### src/rtl/mult_share_arbiter_pkg.sv
// mult_arb_pkg: shared widths, clog2 helper and tag pipeline entry type
package mult_arb_pkg;
  localparam int MAX_REQ = 8;
  localparam int MAX_ID_W = 3;
  function automatic int clog2(input int n);
    int r;
    r = 0;
    for (int i = 0; i < 31; i++) if ((1 << i) < n) r = i + 1;
    return r;
  endfunction
  function automatic int id_w(input int n);
    return (n < 2) ? 1 : clog2(n);
  endfunction
  function automatic int prod_w(input int w);
    return 2 * w;
  endfunction
  typedef struct packed {
    logic                v;
    logic [MAX_ID_W-1:0] id;
  } tag_t;
endpackage

### src/rtl/mult_share_arbiter_if.sv
// mult_share_arbiter_if: requester, multiplier and result signals of the shared multiplier
interface mult_share_arbiter_if #(parameter int NUM_REQ = 4, parameter int DATA_W = 8);
  import mult_arb_pkg::*;
  localparam int ID_W = id_w(NUM_REQ);
  localparam int PROD_W = prod_w(DATA_W);
  logic [NUM_REQ-1:0]        req_valid;
  logic [NUM_REQ-1:0]        req_ready;
  logic [NUM_REQ*DATA_W-1:0] req_a;
  logic [NUM_REQ*DATA_W-1:0] req_b;
  logic [DATA_W-1:0]         mul_a;
  logic [DATA_W-1:0]         mul_b;
  logic [PROD_W-1:0]         mul_p;
  logic [NUM_REQ-1:0]        res_valid;
  logic [PROD_W-1:0]         res_data;
  logic [ID_W-1:0]           res_id;
  logic                      idle;
  modport slave (
    input  req_valid, req_a, req_b, mul_p,
    output req_ready, mul_a, mul_b, res_valid, res_data, res_id, idle
  );
  modport master (
    output req_valid, req_a, req_b, mul_p,
    input  req_ready, mul_a, mul_b, res_valid, res_data, res_id, idle
  );
endinterface

### src/rtl/mult_share_arbiter_rr_arbiter.sv
// rr_arbiter: combinational round-robin grant, search starts at ptr and wraps
module rr_arbiter import mult_arb_pkg::*; #(
  parameter int NUM_REQ = 4,
  parameter int ID_W = id_w(NUM_REQ)
) (
  input  logic [NUM_REQ-1:0] req,
  input  logic [ID_W-1:0]    ptr,
  output logic [NUM_REQ-1:0] grant,
  output logic [ID_W-1:0]    idx,
  output logic               any
);
  logic [ID_W-1:0] j;
  // walk offsets from farthest to nearest so the nearest valid index wins
  always_comb begin
    grant = '0;
    idx = '0;
    any = 1'b0;
    j = '0;
    for (int k = NUM_REQ - 1; k >= 0; k--) begin
      j = ID_W'((int'(ptr) + k) % NUM_REQ);
      if (req[j]) begin
        grant = '0;
        grant[j] = 1'b1;
        idx = j;
        any = 1'b1;
      end
    end
  end
endmodule

### src/rtl/mult_share_arbiter.sv
// mult_share_arbiter: round-robin sharing of one fixed-latency multiplier with tag-routed results
module mult_share_arbiter import mult_arb_pkg::*; #(
  parameter int NUM_REQ = 4,
  parameter int DATA_W = 8,
  parameter int MULT_LAT = 3
) (
  input logic clk,
  input logic rst_n,
  mult_share_arbiter_if.slave bus
);
  localparam int ID_W = id_w(NUM_REQ);
  logic [NUM_REQ-1:0] grant;
  logic [ID_W-1:0]    gidx;
  logic [ID_W-1:0]    ptr;
  logic               gany;
  logic               hs;
  logic               busy;
  tag_t               tag [MULT_LAT+1];
  rr_arbiter #(.NUM_REQ(NUM_REQ), .ID_W(ID_W)) u_rr (
    .req(bus.req_valid), .ptr(ptr), .grant(grant), .idx(gidx), .any(gany)
  );
  assign bus.req_ready = rst_n ? grant : '0;
  assign hs = rst_n & gany;
  always_comb begin
    busy = 1'b0;
    for (int s = 0; s <= MULT_LAT; s++) busy = busy | tag[s].v;
  end
  assign bus.idle = !hs && !busy;
  // last tag stage lines up with mul_p, so the product is captured with its owner id
  always_ff @(posedge clk or negedge rst_n)
    if (!rst_n) begin
      ptr <= '0;
      bus.mul_a <= '0;
      bus.mul_b <= '0;
      for (int s = 0; s <= MULT_LAT; s++) tag[s] <= '0;
      bus.res_valid <= '0;
      bus.res_data <= '0;
      bus.res_id <= '0;
    end else begin
      if (hs) begin
        ptr <= (gidx == ID_W'(NUM_REQ - 1)) ? '0 : gidx + 1'b1;
        bus.mul_a <= bus.req_a[gidx*DATA_W +: DATA_W];
        bus.mul_b <= bus.req_b[gidx*DATA_W +: DATA_W];
      end
      tag[0] <= '{v: hs, id: MAX_ID_W'(gidx)};
      for (int s = 1; s <= MULT_LAT; s++) tag[s] <= tag[s-1];
      bus.res_valid <= tag[MULT_LAT].v ? NUM_REQ'(1) << tag[MULT_LAT].id : '0;
      if (tag[MULT_LAT].v) begin
        bus.res_data <= bus.mul_p;
        bus.res_id <= tag[MULT_LAT].id[ID_W-1:0];
      end
    end
endmodule
### src/flat_wrapper.sv
// flat-port wrapper written by rule: the top's interface ports become plain ports
module mult_share_arbiter_flat import mult_arb_pkg::*;
#(
  parameter int NUM_REQ = 4,
  parameter int DATA_W = 8,
  parameter int MULT_LAT = 3
)
  (clk, rst_n, bus_req_valid, bus_req_a, bus_req_b, bus_mul_p, bus_req_ready, bus_mul_a, bus_mul_b, bus_res_valid, bus_res_data, bus_res_id, bus_idle);
  mult_share_arbiter_if #(.NUM_REQ(NUM_REQ), .DATA_W(DATA_W)) bus_i ();
  input logic clk;
  input logic rst_n;
  input wire logic [$bits(bus_i.req_valid)-1:0] bus_req_valid;
  input wire logic [$bits(bus_i.req_a)-1:0] bus_req_a;
  input wire logic [$bits(bus_i.req_b)-1:0] bus_req_b;
  input wire logic [$bits(bus_i.mul_p)-1:0] bus_mul_p;
  output wire logic [$bits(bus_i.req_ready)-1:0] bus_req_ready;
  output wire logic [$bits(bus_i.mul_a)-1:0] bus_mul_a;
  output wire logic [$bits(bus_i.mul_b)-1:0] bus_mul_b;
  output wire logic [$bits(bus_i.res_valid)-1:0] bus_res_valid;
  output wire logic [$bits(bus_i.res_data)-1:0] bus_res_data;
  output wire logic [$bits(bus_i.res_id)-1:0] bus_res_id;
  output wire logic [$bits(bus_i.idle)-1:0] bus_idle;
  assign bus_i.req_valid = bus_req_valid;
  assign bus_i.req_a = bus_req_a;
  assign bus_i.req_b = bus_req_b;
  assign bus_i.mul_p = bus_mul_p;
  assign bus_req_ready = bus_i.req_ready;
  assign bus_mul_a = bus_i.mul_a;
  assign bus_mul_b = bus_i.mul_b;
  assign bus_res_valid = bus_i.res_valid;
  assign bus_res_data = bus_i.res_data;
  assign bus_res_id = bus_i.res_id;
  assign bus_idle = bus_i.idle;
  mult_share_arbiter #(.NUM_REQ(NUM_REQ), .DATA_W(DATA_W), .MULT_LAT(MULT_LAT)) u_core (.clk(clk), .rst_n(rst_n), .bus(bus_i));
endmodule
### config.mk
export PLATFORM = sky130hd
export DESIGN_NAME = mult_share_arbiter_flat
export DESIGN_NICKNAME = d
export VERILOG_FILES = /design/src/rtl/mult_share_arbiter_pkg.sv /design/src/rtl/mult_share_arbiter_if.sv /design/src/rtl/mult_share_arbiter_rr_arbiter.sv /design/src/rtl/mult_share_arbiter.sv /design/src/flat_wrapper.sv
export SDC_FILE = /design/constraint.sdc
export NUM_CORES = 1
export LEC_CHECK = 0
export ABC_AREA = 0
export CAP_MARGIN = 20
export CORE_MARGIN = 2
export CORE_UTILIZATION = 35
export DETAILED_ROUTE_END_ITERATION = 6
export HOLD_SLACK_MARGIN = 0.08
export PLACE_DENSITY = 0.81
export SETUP_SLACK_MARGIN = 0.2
export SLEW_MARGIN = 20
export SYNTH_ARGS = -nofsm -noshare
export SYNTH_HDL_FRONTEND = slang
export SYNTH_HIERARCHICAL = 1
export SYNTH_SLANG_ARGS = --single-unit
### constraint.sdc
create_clock -name clk -period 3.72 [get_ports clk]
set_input_delay 0.93 -clock clk [delete_from_list [all_inputs] [get_ports clk]]
set_output_delay 0.93 -clock clk [all_outputs]
set_load 0.02 [all_outputs]
---- After elaboration in Yosys (flattened, before gate mapping) ----
Cells that the tools add are included.
Widths: inputs -> output; s select.
word-level totals
  bits of input ports ..................... 86
  output and inout bits ................... 43
  word-level logic and storage cells ...... 72
  register bits ........................... 52
cells by class
  magnitude comparators ................... 8
  mux-type cells .......................... 31
  bitwise gates (word level) .............. 4
  shift-type cells ........................ 3
  reductions and logical operators ........ 7
  add/sub/neg operators ................... 4
  eq/ne operators ......................... 1
operator list
  operator             count
  $shiftx 32x6->8      2
  $mux 4               6
  $lt 2x3->1 const B   4
  $mux 1               12
  $mux 2               5
  $bmux 1 s2           4
  $demux 1 s2          4
  $ge 2x1->1 const B   4
  $logic_and 1x1->1    5
  $add 2x1->2 const B  2
  $add 2x2->2 const B  2
  $shl 1x2->4 const A  1
  $or 1x1->1           3
  $eq 2x2->1 const B   1
  $logic_not 1->1      2
  $and 1x1->1          1

---- Depth between registers and ports, before layout ----
Gate-level depths: netlist of the first run.
  word-level depth ........................ 10
  depth in mapped cells ................... 12
  depth with buffers taken out ............ 9

---- Modules after synthesis ----
Netlist of the first run, hierarchy kept.
by module, submodules not included
  module              area each (sq um)  cells each  instances
  mult_share_arbiter  2270.9             127         1
  rr_arbiter          509.2              61          1

---- Worst setup path before layout of the first run ----
No wires, ideal clock.
  kind .................................... register to output
  start point ............................. reg u_core.ptr[0]
  end point ............................... out bus_req_ready[0]
  path slack .............................. 0.542 ns
  cell stages (with the launch flop) ...... 10
  path buffers ............................ 2
  arrival time ............................ 2.248 ns
  cell sequence ........................... dfrtp_1 > buf_6 > inv_1 > ha_1 > buf_2 > or3b_2 > nand3_1 > nand4_1 > a31oi_1 > and2_1
between the ends
  word-level cells in the longest chain between the ends .. 10
  elaborated cells between the ends (all ways) .. 36
  classes of those cells .................. add/sub: 3; order compare: 8; mux: 21; reduce/logical: 4
ends and longest elaborated chain
  item                                                                   line                                 source
  from (decl)                                                            mult_share_arbiter.sv:14             logic [ID_W-1:0] ptr;
  from (signal assigned)                                                 mult_share_arbiter.sv:41             ptr <= (gidx == ID_W'(NUM_REQ - 1)) ? '0 : gidx + 1'b1;
  $add 2x2->2                                                            mult_share_arbiter_rr_arbiter.sv:20  j = ID_W'((int'(ptr) + k) % NUM_REQ);
  $lt 2x3->1 (implied by the code) / $ge 2x1->1 (equally long branches)  mult_share_arbiter_rr_arbiter.sv:23  grant[j] = 1'b1;
  $logic_and 1x1->1 (implied by the code)                                mult_share_arbiter_rr_arbiter.sv:23
  $mux 1 (implied by the code)                                           mult_share_arbiter_rr_arbiter.sv:23
  $demux 1 s2                                                            mult_share_arbiter_rr_arbiter.sv:23
  $mux 4 (3 in series)                                                   mult_share_arbiter_rr_arbiter.sv:21  if (req[j]) begin
  $mux 4 (*)                                                             mult_share_arbiter_rr_arbiter.sv:21
  net u_core.grant[0]                                                    mult_share_arbiter.sv:12             logic [NUM_REQ-1:0] grant;
  $mux 4 (*)                                                             mult_share_arbiter.sv:22             assign bus.req_ready = rst_n ? grant : '0;
  to (decl)                                                              flat_wrapper.sv:16                   output wire logic [$bits(bus_i.req_ready)-1:0] bus_req_ready;
Mark *: on every way through the listed nets, which the timed path passes. The rest lies on a longest branch. The select of a mux whose other input is x is not followed.

---- Worst setup path in the final report of the first run ----
  start point ............................. in bus_req_valid[2]
  end point ............................... out bus_req_ready[1]
between the ends
  word-level cells in the longest chain between the ends .. 7
  elaborated cells between the ends (all ways) .. 13
  classes of those cells .................. mux: 13
ends and longest elaborated chain
  item                          line                                 source
  from (decl)                   flat_wrapper.sv:12                   input wire logic [$bits(bus_i.req_valid)-1:0] bus_req_valid;
  $bmux 1 s2                    mult_share_arbiter_rr_arbiter.sv:21
  $mux 1 (implied by the code)  mult_share_arbiter_rr_arbiter.sv:21
  $mux 4 (3 in series)          mult_share_arbiter_rr_arbiter.sv:21
  $mux 4 (*)                    mult_share_arbiter_rr_arbiter.sv:21
  net u_core.grant[1]           mult_share_arbiter.sv:12
  $mux 4 (*)                    mult_share_arbiter.sv:22
Marks and branches as above.

==> results of run 1 <==
[layout make-up]
cell class	count	area, um2
clock buffer	6	82.6
clock inverter	2	38.8
sequential	52	1300
tap	102	128
multi-input combinational	121	1390
inverter	3	11.3
timing repair buffer	143	1380
fill	612	3390
[layer usage]
layer,up-vias,GRT usage,share of wire,wire length [um]
met3,9,0.0492,0.087,556
met2,112,0.269,0.52,3320
li1,987,-,-,-
met1,1026,0.170,0.38,2450
met4,0,0.0343,0.0099,63
met5,-,0,0,0
[critical path, stage by stage]
cell and delay, ns:
sky130_fd_sc_hd__dlygate4sd2_1 0.27, sky130_fd_sc_hd__mux4_2 0.56, sky130_fd_sc_hd__buf_4 0.18, sky130_fd_sc_hd__a22oi_1 0.17, sky130_fd_sc_hd__a31oi_1 0.09, sky130_fd_sc_hd__and2_1 0.16
sky130_fd_sc_hd__buf_2 0.15
[power groups by stage]
stage / sequential (mW) / combinational, mW / clock [mW]
after floorplan: 1.03 / 0.950 / 0
after global placement: 0.848 / 1.69 / 0
after detailed placement: 0.854 / 1.72 / 0
after CTS: 0.848 / 1.72 / 0.421
after global routing: 0.872 / 1.84 / 0.445
final: 0.846 / 1.72 / 0.401
[through the flow]
stage,power (mW),TNS [ns],utilization,setup WS (ns),hold slack [ns]
after floorplan,1.98,0,-,0.542,0.331
after global placement,2.54,-1.15,0.545,-0.296,0.331
after detailed placement,2.58,-1.43,0.545,-0.382,0.335
after CTS,2.99,0,0.560,0.202,0.357
after global routing,3.16,0,0.561,0.209,0.373
final,2.97,0,0.561,0.275,0.355
[logic make-up after synthesis]
| group | count (synthesis) | share of synthesized area |
|---|---|---|
| flip-flops | 52 | 0.468 |
| AND/OR/NAND/NOR | 37 | 0.0788 |
| adder cells (fa/ha/maj) | 9 | 0.0405 |
| buffers and inverters | 15 | 0.0387 |
| multiplexers | 57 | 0.332 |
| AO/OA/AOI/OAI | 18 | 0.0423 |
[placed cells by master (no fill, tap or decap), drive strengths merged, types with 3 or more instances in the layout]
cell type,instances
a21oi,3
a22oi,4
a31oi,4
and2,5
buf,20
clkbuf,6
clkdlybuf4s50,118
dfrtp,52
ha,9
inv,3
mux2,37
mux4,18
nand2,3
nand4,4
nor2,11
o21ai,4
[timing repair]
| item | in CTS | in global routing |
|---|---|---|
| pin swaps | 0 | 0 |
| buffers inserted | 1 | 0 |
| endpoints found under the setup margin | 5 | 5 |
| resized for setup | 18 | 7 |
[worst paths after layout]
| kind | slack [ns] | depth (start not counted) | end |
|---|---|---|---|
| max in group asynchronous | 2.50 | 2 | u_core/bus.mul_b[7]$_DFFE_PN0P_ |
| worst max-delay path | 0.28 | 7 | bus_req_ready[1] |
| worst min-delay path | 0.35 | 0 | u_core/tag[0]$_DFF_PN0_ |
| worst min register to register | 0.35 | 0 | u_core/tag[0]$_DFF_PN0_ |
| worst max register to register | 0.89 | 9 | u_core/bus.mul_b[3]$_DFFE_PN0P_ |
| min in group asynchronous | 0.81 | 2 | u_core/tag[11]$_DFF_PN0_ |
[sequential cells by signal (all words and copies together) (netlist names)]
| signal | cells |
|---|---|
| u_core/bus.res_data | 16 |
| u_core/tag | 12 |
| u_core/bus.mul_a | 8 |
| u_core/bus.mul_b | 8 |
| u_core/bus.res_valid | 4 |
| u_core/bus.res_id | 2 |
| u_core/ptr | 2 |
==> out/results.md, run 1 <==
| Step | Parameter | Reported |
|:---|:---|:---|
| pwr | Worst vdd rail ir drop | 0.000297 V |
| global route | Pin count of the biggest net entering global routing | 53 |
| yosys | Fraction of the yosys area taken by sequential cells | 0.468 |
| pwr | Switching share of power | 0.356 |
| timing | Min Clock Period, post-route | 3.44 ns |
| timing | Unrepaired setup endpoints after global routing | false |
| yosys | Most common flop cell mapped by yosys | sky130_fd_sc_hd__dfrtp_1 |
| route | WL final | 6400 um |
| floorplan | Starting density of the core | 0.360 |
| floorplan | IO Count | 129 |
| floorplan | Core Region | 7730 um2 |
| global route | GRT Overall Usage | 0.149 |
| timing | Clock Skews | 0.00619 ns |
| route | Post-route DRC | 0 |
| critical path | Critical path startpoint | bus_req_valid[2] |
| yosys | Post-synthesis cell area | 2780 um2 |
| critical path | Critical setup path kind | in -> out |
| critical path | Worst setup SP type | input pin |
| route | TritonRoute pass-1 iters | 4 |
| clocking | Reg clk slew, reported paths | 0.09 ns |
| clocking | Maximum level of the CTS H-tree | 2 |
| place | Global placement routability congestion | 0.846 |
| floorplan | Site row count | 32 |
| place | Half-perimeter wire length after placement | 4870 um |
| clocking | Total of hold buffers inserted after clock tree synthesis | 0 |
| route | Total via count after detailed routing | 2134 |
| place | Cell total after placement | 420 |
| yosys | Synthesized instance count | 188 |
| timing | Crit share post-route | 0.926 |
| finish | NumNets Final | 421 |
| floorplan | Chip Height | 93.1 um |
| clocking | Insertion delay to the later sink of the worst-skew pair | 0.30 ns |
| finish | Area growth syn-to-layout | 55.9% |
| critical path | Reg-to-reg startpoint | u_core/ptr[0]$_DFFE_PN0P_ |
| global route | Residual overflow from global routing | 0 |
| status | Status | finished clean |
| route | Drt via density | 4.97 |
| pwr | Part of the total power dissipated in combinational logic | 0.580 |
| critical path | Maximum fanout count along the critical path | 5 |
| hold path | Launch instance of the worst min-delay path | u_core/tag[4]$_DFF_PN0_ |
| pwr | Fraction of power consumed by sequential logic | 0.285 |
| pwr | Power density of the placed cells | 684 nW/um2 |
| hold path | Hold Crit Class | reg -> reg |
| clocking | Max Buffers Root-to-Sink | 2 |
| finish | Share of final-layout standard cells stronger than drive strength 1 | 0.257 |
| timing | Upper clock frequency limit | 290 MHz |
| global route | Number of global-route vias before repair | 2229 |
| pwr | Clock group share of total power | 0.135 |
| clocking | Number of clock buffers inserted by TritonCTS | 5 |
| finish | Number of inserted diodes | 0 |
| clocking | Clk Tree Root Cell | sky130_fd_sc_hd__clkbuf_8 |
| critical path | Data required, critical path | 2.79 ns |
| timing | Fin. Hold Viols | 0 |
| route | Wire per inst | 14.9 um |
| critical path | Signal arrival time at the worst endpoint | 2.51 ns |
| floorplan | Total die area | 8670 um2 |
| yosys | Leading post-synthesis cells by instance count | sky130_fd_sc_hd__dfrtp_1 (52), sky130_fd_sc_hd__mux2_2 (27), sky130_fd_sc_hd__mux4_2 (11), sky130_fd_sc_hd__nor2_1 (11), sky130_fd_sc_hd__mux2_4 (10) |
| yosys | Cell with the most instances after synthesis | sky130_fd_sc_hd__dfrtp_1 |
| timing | Total setup violations reported at the end of the flow | 0 |
| timing | Worst relative slew slack | 0.574 |
| yosys | Number of nets produced by synthesis | 283 |
| yosys | Fraction of registers with async set/reset | 1.00 |
| yosys | Synth warn | 6 |
| global route | Number of antenna violations at the first check in global routing | 0 |
| clocking | Clock tree from TritonCTS | yes |
| clocking | Number of clock sinks | 52 |
| flow run | Max-capacitance violation count | 0 |
| route | Iter 0 DRT Violations | 46 |
| finish | Fin cells | 429 |
| yosys | Number of flip-flops and latches in the synthesized netlist | 52 |
| yosys | Area share of the leading cell type in the synthesized netlist | 0.468 |
| yosys | Post-synth top area cell | sky130_fd_sc_hd__dfrtp_1 |
| route | DRT antenna net count | 0 |
| yosys | Number of enable-type register cells in the synthesized netlist | 0 |
| floorplan | X dimension of the die | 93.1 um |
| yosys | Leading cell types by total area after synthesis | sky130_fd_sc_hd__dfrtp_1 (47%), sky130_fd_sc_hd__mux2_2 (11%), sky130_fd_sc_hd__mux4_2 (8.9%) |
| yosys | Synth cell types | 38 |
| timing | Slew at the pin closest to its max-slew limit | 0.639 ns |
| global route | First-pass GRT wire length | 10200 um |
| place | Input/output buffers | 128 |
| critical path | Worst Setup End Kind | primary output |
| pwr | Total net switching power | 1.05 mW |
| place | Post-place instance area | 4210 um2 |
| timing | Number of max-slew violations in the final report | 0 |
| pwr | Internal power consumption | 1.91 mW |
| finish | Final standard cell area without fillers | 4330 um2 |
| pwr | Leakage | 1.84 nW |
| yosys | Synth Area per Inst | 14.8 um2 |
(Power assumes the default switching activity.)
==> run 2, diff against run 1 <==
HOLD_SLACK_MARGIN = 0.05   (was 0.08)
==> results of run 2 <==
Same layout as run 1: the final DEF is identical, and so are final timing and power.
